**src/rtl/bus_timer.sv**
```systemverilog
// Memory-mapped countdown timer on the CPU data bus: CTRL/PRESET/COUNT registers,
// one-shot or auto-reload operation, and an interrupt request for one HWInt bit.
module bus_timer #(
    parameter logic [31:0] BASE_ADDR = 32'h0000_7F00
) (
    input  logic        clk,
    input  logic        reset,
    input  logic [31:0] addr,
    input  logic [31:0] wdata,
    input  logic        we,
    output logic [31:0] rdata,
    output logic        irq
);

    typedef enum logic [1:0] {
        IDLE = 2'd0,
        LOAD = 2'd1,
        CNT  = 2'd2,
        INT  = 2'd3
    } state_t;

    localparam logic [1:0] OFF_CTRL   = 2'b00;
    localparam logic [1:0] OFF_PRESET = 2'b01;
    localparam logic [1:0] OFF_COUNT  = 2'b10;
    localparam logic [1:0] MODE_AUTO  = 2'd1;

    state_t      state_reg, state_next;
    logic        en_reg, en_next;
    logic [1:0]  mode_reg, mode_next;
    logic        im_reg, im_next;
    logic [31:0] preset_reg, preset_next;
    logic [31:0] count_reg, count_next;
    logic        irq_pend_reg, irq_pend_next;

    logic        hit;
    logic        wr_ctrl;
    logic        wr_preset;
    logic        unused_byte_offset;

    // Byte lane bits are don't-care: only word accesses exist on this bus.
    assign unused_byte_offset = ^addr[1:0];

    assign hit       = (addr[31:4] == BASE_ADDR[31:4]) && (addr[3:2] != 2'b11);
    assign wr_ctrl   = we && hit && (addr[3:2] == OFF_CTRL);
    assign wr_preset = we && hit && (addr[3:2] == OFF_PRESET);

    always_comb begin
        rdata = 32'h0;
        if (hit) begin
            case (addr[3:2])
                OFF_CTRL:   rdata = {28'b0, im_reg, mode_reg, en_reg};
                OFF_PRESET: rdata = preset_reg;
                OFF_COUNT:  rdata = count_reg;
                default:    rdata = 32'h0;
            endcase
        end
    end

    assign irq = irq_pend_reg & im_reg;

    always_comb begin
        state_next    = state_reg;
        en_next       = en_reg;
        mode_next     = mode_reg;
        im_next       = im_reg;
        preset_next   = preset_reg;
        count_next    = count_reg;
        irq_pend_next = irq_pend_reg;

        case (state_reg)
            IDLE: begin
                if (en_reg) begin
                    state_next = LOAD;
                end
            end
            LOAD: begin
                count_next = preset_reg;
                state_next = CNT;
            end
            CNT: begin
                if (!en_reg) begin
                    state_next = IDLE;
                end else if (count_reg > 32'd1) begin
                    count_next = count_reg - 32'd1;
                end else begin
                    // Covers both the final tick (1 -> 0) and a zero preset.
                    count_next    = 32'd0;
                    irq_pend_next = 1'b1;
                    state_next    = INT;
                end
            end
            INT: begin
                if (mode_reg == MODE_AUTO) begin
                    irq_pend_next = 1'b0;
                    state_next    = LOAD;
                end else begin
                    en_next    = 1'b0;
                    state_next = IDLE;
                end
            end
            default: state_next = IDLE;
        endcase

        // Bus writes are applied last so they override same-edge FSM updates.
        if (wr_ctrl) begin
            en_next       = wdata[0];
            mode_next     = wdata[2:1];
            im_next       = wdata[3];
            irq_pend_next = 1'b0;
        end
        if (wr_preset) begin
            preset_next   = wdata;
            irq_pend_next = 1'b0;
        end
    end

    always_ff @(posedge clk) begin
        if (!reset) begin
            state_reg    <= IDLE;
            en_reg       <= 1'b0;
            mode_reg     <= 2'd0;
            im_reg       <= 1'b0;
            preset_reg   <= 32'd0;
            count_reg    <= 32'd0;
            irq_pend_reg <= 1'b0;
        end else begin
            state_reg    <= state_next;
            en_reg       <= en_next;
            mode_reg     <= mode_next;
            im_reg       <= im_next;
            preset_reg   <= preset_next;
            count_reg    <= count_next;
            irq_pend_reg <= irq_pend_next;
        end
    end

endmodule

```
**config.mk**
```make
export PLATFORM = sky130hd
export DESIGN_NAME = bus_timer
export DESIGN_NICKNAME = d
export VERILOG_FILES = /design/src/rtl/bus_timer.sv
export SDC_FILE = /design/constraint.sdc
export NUM_CORES = 1
export LEC_CHECK = 0
export CAP_MARGIN = 10
export CELL_PAD_IN_SITES_DETAIL_PLACEMENT = 0
export CELL_PAD_IN_SITES_GLOBAL_PLACEMENT = 1
export CORE_MARGIN = 2
export CORE_UTILIZATION = 33
export DETAILED_ROUTE_END_ITERATION = 16
export PLACE_DENSITY = 0.88
export SYNTH_ARGS = -nofsm -noshare
export SYNTH_HDL_FRONTEND = slang
export SYNTH_SLANG_ARGS = --single-unit
```
**constraint.sdc**
```tcl
create_clock -name clk -period 2.46 [get_ports clk]
set_input_delay 0.492 -clock clk [delete_from_list [all_inputs] [get_ports clk]]
set_output_delay 0.492 -clock clk [all_outputs]
set_load 0.02 [all_outputs]
```
## After elaboration in Yosys (flattened, before gate mapping)

Index checks and enable logic that the tools add are counted.

- Add/sub/neg operators: 1
- Magnitude comparators: 1
- Equal/unequal tests: 14
- Multiplexer cells: 17
- Bitwise gates (word level): 2
- Reductions and logical operators: 14

Operators by type and width:

| cell | number |
|---|---|
| $mux W32 | 3 |
| $pmux W32 S3 | 1 |
| $pmux W32 S2 | 1 |
| $gt A32 B1 Y1 const B | 1 |
| $sub A32 B1 Y32 const B | 1 |
| $eq A28 B11 Y1 const B | 1 |
| $ne A2 B2 Y1 const B | 6 |
| $pmux W2 S4 | 1 |
| $mux W1 | 7 |
| $eq A2 B1 Y1 const B | 3 |
| $eq A2 B2 Y1 const B | 3 |
| $mux W2 | 3 |
| $reduce_and A2 Y1 | 3 |
| $reduce_bool A2 Y1 | 3 |
| $logic_and A1 B1 Y1 | 4 |
| $logic_not A2 Y1 | 2 |
| $reduce_and A4 Y1 | 1 |
| $ne A3 B3 Y1 const B | 1 |
| $reduce_or A3 Y1 | 1 |
| $pmux W1 S2 | 1 |
| $and A1 B1 Y1 | 1 |
| $not A1 Y1 | 1 |

- Bits in registers: 71
- Bits of input ports: 67
- Output and inout port bits: 33
- Logic and storage cells: 56

## Longest topological paths before layout

Gate-level depths: netlist (run 1).

- Depth after elaboration: 6
- Depth in mapped cells: 8
- Mapped depth without buffers: 7

## Least setup slack after synthesis (run 1)

OpenSTA, ideal clock, no wires.

- Path kind: flip-flop to flip-flop
- Start: register count_reg[4]
- End: register count_reg[25]
- Arrival time: 2.305 ns
- Setup slack: 0.035 ns
- Stages on the path, launching flop included: 9
- Buffers on the path: 3
- Clock period less this slack: 2.425 ns
- Path through: dfxtp_1 > buf_6 > or4_1 > buf_2 > or3_1 > buf_6 > or2_4 > o311a_1 > o31a_1

- Word-level cells in the longest chain between the ends: 4
- Elaborated cells between the ends (all ways): 5
- Classes of those cells: add/sub: 1; order compare: 1; mux: 3

RTL lines:

| element | RTL line | RTL |
|---|---|---|
| start, declared | 32 | `logic [31:0] count_reg, count_next;` |
| start signal, assigned | 132 | `count_reg <= count_next;` |
| $sub A32 B1 Y32 / $gt A32 B1 Y1 (equally long branches) | 84, 83 |  |
| $mux W32 (*) | 83 | `end else if (count_reg > 32'd1) begin` |
| $mux W32 (*) | 81 | `if (!en_reg) begin` |
| $pmux W32 S2 (*) | 70 | `case (state_reg)` |

Every way passes the cells marked *; elsewhere a longest branch is shown, timed or not. The select of a mux whose other input is x is not followed.
A chain may end at the register's enable or synchronous reset.

## Worst setup path in the final report (run 1)

- Start: input addr[27]
- End: output rdata[31]

- Word-level cells in the longest chain between the ends: 3

RTL lines:

| element | RTL line | RTL |
|---|---|---|
| start, declared | 8 | `input logic [31:0] addr,` |
| $eq A28 B11 Y1 | 43 | `assign hit = (addr[31:4] == BASE_ADDR[31:4]) && (addr[3:2] != 2'b11);` |
| $logic_and A1 B1 Y1 | 43 |  |
| $mux W32 | 49 | `if (hit) begin` |
| end, declared | 11 | `output logic [31:0] rdata,` |

No other way between the ends.

==> metrics, run 1 <==
IO Count=100; CP required=1.97 ns; WS Path Type=in -> out; post-synthesis register bit count=71; Synth Flop Type=dfxtp_1; CP Data Arrival Time=1.94 ns; initial core utilization=34.13%; synthesized instance count=520; layout cell share with drive strength beyond 1=25.15%; Flop pwr share=44.5%; Rows=40; Clock Tree Buf Depth=2; Final nets=713; dpl cell area=5583 um2; GRT overflow=0; post-route cell area=6193 um2; Post-Syn Area=4134 um2; initial antenna violation count=0; worst hold stages=2; worst r2r dst=count_reg[23]$_SDFFE_PN0P_; post-route antenna net violation count=0; Comb pwr share=6.5%; hold crit path type=reg -> reg; switching share of power=21.78%; ANT cells=0; Final Util=51.14%; min cycle time layout=2.436 ns; Int Power=2.019 mW; worst slew pin tran=0.7967 ns; total CTS buffers=9; HPWL after DPL=10050 um; area of the multi-input gates=2729 um2; H-tree lvl count=3; drt drc=0; worst setup margin=0.02369 ns; Starting DRT DRC Count=276; max frequency=410.5 MHz; Syn Nets=589; CTS root buffer=clkbuf_16; Area contributors post-synth=dfxtp_1, mux2i_1, nor2_1; FF+latch area=1421 um2; drt total wl=14950 um; first-pass GRT wire length=23060 um; maximum vdd drop=0.2931 mV; routed vias=4675; die width=115.9 um; placer congestion estimate=0.8982; drt wl/cell=18.31 um; most numerous cell in the Yosys netlist=nor2_1; total of max-cap violations=0; worst reg2reg startpoint=count_reg[4]$_SDFFE_PN0P_; startpoint types=primary input; Clock Power Share=49.0%; Async SR Flop Fraction=0%; Slew headroom=46.83%; P&R area growth vs syn=49.82%; worst clock skew=0.005170 ns; PD cells=416.8 nW/um2; Pwr Total=2.581 mW; drt first pass iters=5; full die area=13440 um2; final number of setup-violating endpoints=0; Hold Crit Endpoint=irq_pend_reg$_SDFFE_PP0P_; syn_area_per_cell=7.950 um2; total global-route track usage=21.77%; NetSw=0.5622 mW; CP Capture Type=primary output; R2R depth=5; crit-path max FO=5; Synth top area share=34.38%; worst slack, placed=-0.7343 ns; CTS clock-pin slew for the worst setup and hold paths=0.05 ns; largest net degree at the start of global routing=36; vias in the first global route=4533; I/O Buffers=97; outcome=finished, final reports clean; Hold Crit Start=irq_pend_reg$_SDFFE_PP0P_; Clk Latency, worst-skew pair=0.34 ns; Die H=115.9 um; vias per cell=5.729; fill count=1162; core area=12110 um2; Reg2Reg Setup Slack=0.11 ns; Ys Warns=0; Seq/Total Area, Yosys=34.38%; Pleak=2.261 nW; Sink Count=71; top cell type by total area after synthesis=dfxtp_1; post-synth cell types=57; period utilization=99.04%; EDFF count, synth=0; Post-synth top cells=nor2_1, dfxtp_1, mux2i_1, clkbuf_1, a22oi_1; Slew Viols, Final=0; Final Hold Violating Endpoints=0; CTS tree=built
cells by family after synthesis:
kind of cell,share of synthesized area [%]
and+or+nand+nor,25.91
AOI/OAI and AO/OA,23.21
DFF,34.38
buffers and inverters,5.569
muxes,9.685
xor gates and xnor gates,0.6357
adders and majority gates,0.6052
what timing repair did:
action / 4_1_cts / 5_1_grt
pin swaps: 10 / 22
gates resized for setup: 232 / 58
gates cloned: 2 / 2
setup endpoints to repair: 32 / 35
buffers inserted: 1 / 1
hold buffers: 0 / 0
how the worst max path moves through the flow:
stage,from,end,slack (ns)
6_report,addr[27],rdata[31],0.02
5_1_grt,addr[27],rdata[1],-0.04
4_1_cts,addr[3],rdata[1],-0.006
3_5_place_dp,addr[12],rdata[12],-0.73
3_3_place_gp,addr[12],rdata[16],-0.68
2_1_floorplan,count_reg[4]$_SDFFE_PN0P_,count_reg[25]$_SDFFE_PN0P_,0.03
placed cells by master, fill, tap and decap left out, types with 4 or more instances in the layout:
| master | netlist | routed |
|---|---|---|
| or3_1 | 4 | 4 |
| dlygate4sd2_1 | 0 | 15 |
| o31a_1 | 5 | 5 |
| or4_1 | 13 | 12 |
| o22ai_1 | 5 | 5 |
| nor4_1 | 17 | 12 |
| nor3_1 | 7 | 7 |
| a32oi_1 | 12 | 12 |
| a221oi_1 | 4 | 4 |
| clkdlybuf4s50_1 | 0 | 35 |
| nand4_1 | 6 | 6 |
| nand2_1 | 27 | 27 |
| buf_4 | 0 | 66 |
| nor2_4 | 0 | 21 |
| o41ai_1 | 5 | 5 |
| nand2b_1 | 4 | 4 |
| a22oi_1 | 28 | 28 |
| clkinv_2 | 0 | 4 |
| buf_6 | 2 | 23 |
| clkbuf_16 | 0 | 11 |
| nor2_1 | 91 | 62 |
| nor4_2 | 1 | 6 |
| mux2i_1 | 40 | 40 |
| o21ai_0 | 14 | 14 |
| a31oi_1 | 15 | 15 |
| clkdlybuf4s15_1 | 0 | 12 |
| nor2_2 | 0 | 8 |
| o21a_1 | 4 | 4 |
| inv_1 | 8 | 8 |
| dfxtp_1 | 71 | 71 |
| nand3_1 | 17 | 17 |
| a21oi_1 | 24 | 22 |
power groups by stage:
| stage | Sequential [mW] | Combinational [mW] | Clock (mW) |
|---|---|---|---|
| 2_1_floorplan | 1.18 | 0.0404 | 0 |
| 3_3_place_gp | 1.18 | 0.172 | 0 |
| 3_5_place_dp | 1.18 | 0.174 | 0 |
| 4_1_cts | 1.15 | 0.161 | 1.29 |
| 5_1_grt | 1.15 | 0.177 | 1.33 |
| 6_report | 1.15 | 0.167 | 1.26 |
critical path, cell delays in order:
cell and delay (ns):
dlygate4sd2_1 0.25, nor4_2 0.23, nand4_1 0.16, or2_4 0.37, clkbuf_16 0.20, nor2_2 0.10, buf_4 0.14
per-stage QoR:
| stage | std cells | hold WS [ns] | TNS, ns |
|---|---|---|---|
| 3_3_place_gp | 795 | 0.4736 | -23.19 |
| 4_1_cts | 813 | 0.4951 | -0.01114 |
| 6_report | 816 | 0.4849 | 0 |
| 2_1_floorplan | 520 | 0.4432 | 0 |
| 5_1_grt | 816 | 0.5068 | -0.6690 |
| 3_5_place_dp | 795 | 0.4848 | -27.19 |
layer usage:
layer	global-route usage, %	up-vias	share of wire (%)
li1	-	2200	-
met4	6.349	0	2.3
met2	35.95	174	49
met3	4.341	36	5.5
met5	0	-	0
met1	28.90	2265	44
cell type report:
cell class                 instances  area share (%)
clock buffer                      10           3.697
multi-input combinational        394           44.06
tap                              168           3.394
timing repair buffer             160           24.61
inverter                           8          0.4848
clock inverter                     5          0.8081
sequential                        71           22.95
No activity file was read; power rests on OpenSTA's default activity.
==> inputs of run 2 (changes only) <==
- HOLD_SLACK_MARGIN: default -> 0.03
- MAX_ROUTING_LAYER: default -> met4
==> run 2 against run 1 <==
Net effect: total power grew 5.5%; sequential share of layout area shrank 0.45 points; count of clock-buffer cells in the layout grew 1; clock power grew 12%; critical path type unchanged; largest power group unchanged.
==> metrics, run 2 (same netlist as run 1, synthesis figures left out) <==
outcome=finished, final reports clean; GRT overflow=0; startpoint types=primary input; Int Power=2.151 mW; critical path cell sequence=dlygate4sd2_1, nor4_2, nand4_1, or2_4, buf_16, nor2_4, buf_6; ANT cells=0; Cells after DPL=798; Critical Path Max Stage Delay=0.37 ns; Final Non-Filler Cells=818; Flop pwr share=42.2%; Worst Hold Slack=0.4921 ns; Die H=115.9 um; I/O Buffers=97; Final Hold Violating Endpoints=0; CTS root buffer=clkbuf_16; worst setup margin=0.05172 ns; drt total wl=14770 um; total global-route track usage=22.29%; hold crit path type=reg -> reg; total CTS buffers=9; max frequency=415.2 MHz; drt drc=0; H-tree lvl count=3; commonest non-fill, non-tap cell in the layout=dfxtp_1; Rows=40; CTS tree=built; final number of setup-violating endpoints=0; core area=12110 um2; worst slew pin tran=0.8163 ns; post-route antenna net violation count=0; crit-path max FO=8; die width=115.9 um; IO Count=100; worst clock skew=0.006869 ns; Pleak=2.303 nW; min cycle time layout=2.408 ns; Clock Power Share=51.7%; vias per cell=5.737; HPWL after DPL=10070 um; Starting DRT DRC Count=323; Pwr Total=2.723 mW; Slew headroom=45.52%; largest net degree at the start of global routing=36; routed vias=4693; NetSw=0.5722 mW; Sink Count=71; drt first pass iters=5; Comb pwr share=6.0%; layout cell share with drive strength beyond 1=27.38%; Clk Latency, worst-skew pair=0.34 ns; WS Path Type=in -> out; Final nets=715; PD cells=431.0 nW/um2; initial core utilization=34.13%; initial antenna violation count=0; period utilization=97.90%; slowest cell on the critical path=or2_4; maximum vdd drop=0.3167 mV; CP Data Arrival Time=1.92 ns; full die area=13440 um2; CP required=1.97 ns; CTS clock-pin slew for the worst setup and hold paths=0.06 ns; CP Capture Type=primary output; vias in the first global route=4478; drt wl/cell=18.06 um; Slew Viols, Final=0; total of max-cap violations=0; Clock Tree Buf Depth=2; worst slack, placed=-0.7191 ns; first-pass GRT wire length=22950 um; most frequent cells in the layout=dfxtp_1, buf_4, nor2_1; placer congestion estimate=0.9194; switching share of power=21.01%; P&R area growth vs syn=52.85%
-- run 2: changes by cell type in the layout (fill, tap and decap cells not counted), sizes merged --
cell,delta
buf,+3
bufinv,+1
clkbuf,+7
clkdlybuf4s15,-5
clkinv,-2
dlygate4sd2,-3
dlymetal6s2s,+1
-- run 2: final cells by class --
type | count | area, um2
Sequential cell | 71 | 1421
Tap cell | 168 | 210.2
Inverter | 8 | 30.03
Multi-Input combinational cell | 394 | 2810
Clock inverter | 4 | 70.07
Fill cell | 1156 | 5793
Timing Repair Buffer | 162 | 1534
Clock buffer | 11 | 242.7
-- run 2: power by group through the flow --
stage / registers (mW) / clock network (mW) / logic (mW)
finish: 1.15 / 1.41 / 0.165
global route: 1.15 / 1.46 / 0.176
CTS: 1.15 / 1.42 / 0.163
detailed placement: 1.18 / 0 / 0.173
global placement: 1.18 / 0 / 0.172
floorplan: 1.18 / 0 / 0.0404
-- run 2: worst paths after layout --
check / depth (start not counted) / slack (ns) / startpoint / endpoint
setup / recovery: 7 / 0.05 / addr[20] / rdata[26]
hold / removal: 2 / 0.49 / preset_reg[21]$_SDFFE_PN0P_ / count_reg[21]$_SDFFE_PN0P_
setup reg to reg: 5 / 0.06 / count_reg[0]$_SDFFE_PN0P_ / count_reg[15]$_SDFFE_PN0P_
hold reg to reg: 2 / 0.49 / preset_reg[21]$_SDFFE_PN0P_ / count_reg[21]$_SDFFE_PN0P_
-- run 2: routing by layer --
layer	GRT usage (%)	part of all wire, %	vias up
li1	-	-	2212
met1	28.56	42	2252
met2	36.26	49	201
met3	3.609	7.1	28
met4	6.667	1.6	0
met5	-	0	-
-- run 2: per-stage QoR --
stage	TNS [ns]	utilization [%]	instance area, um2
after floorplan	0	-	4134
after global placement	-23.46	46.18	5593
after detailed placement	-26.56	46.18	5593
after CTS	-0.2377	50.06	6063
after global routing	-0.1418	52.17	6319
final	0	52.17	6319
-- run 2: timing repair --
item	4_1_cts	5_1_grt
cloned	3	1
endpoints found under the setup margin	32	32
hold endpoints to repair	0	0
pin swaps	14	25
buffers inserted	1	0
hold buffers	0	0
resized for setup	239	88
-- run 2: critical path: cells and delay by family --
| family | cells | cell delay [ns] |
|---|---|---|
| and+or+nand+nor | 4 | 0.86 |
| buffers and inverters | 3 | 0.56 |
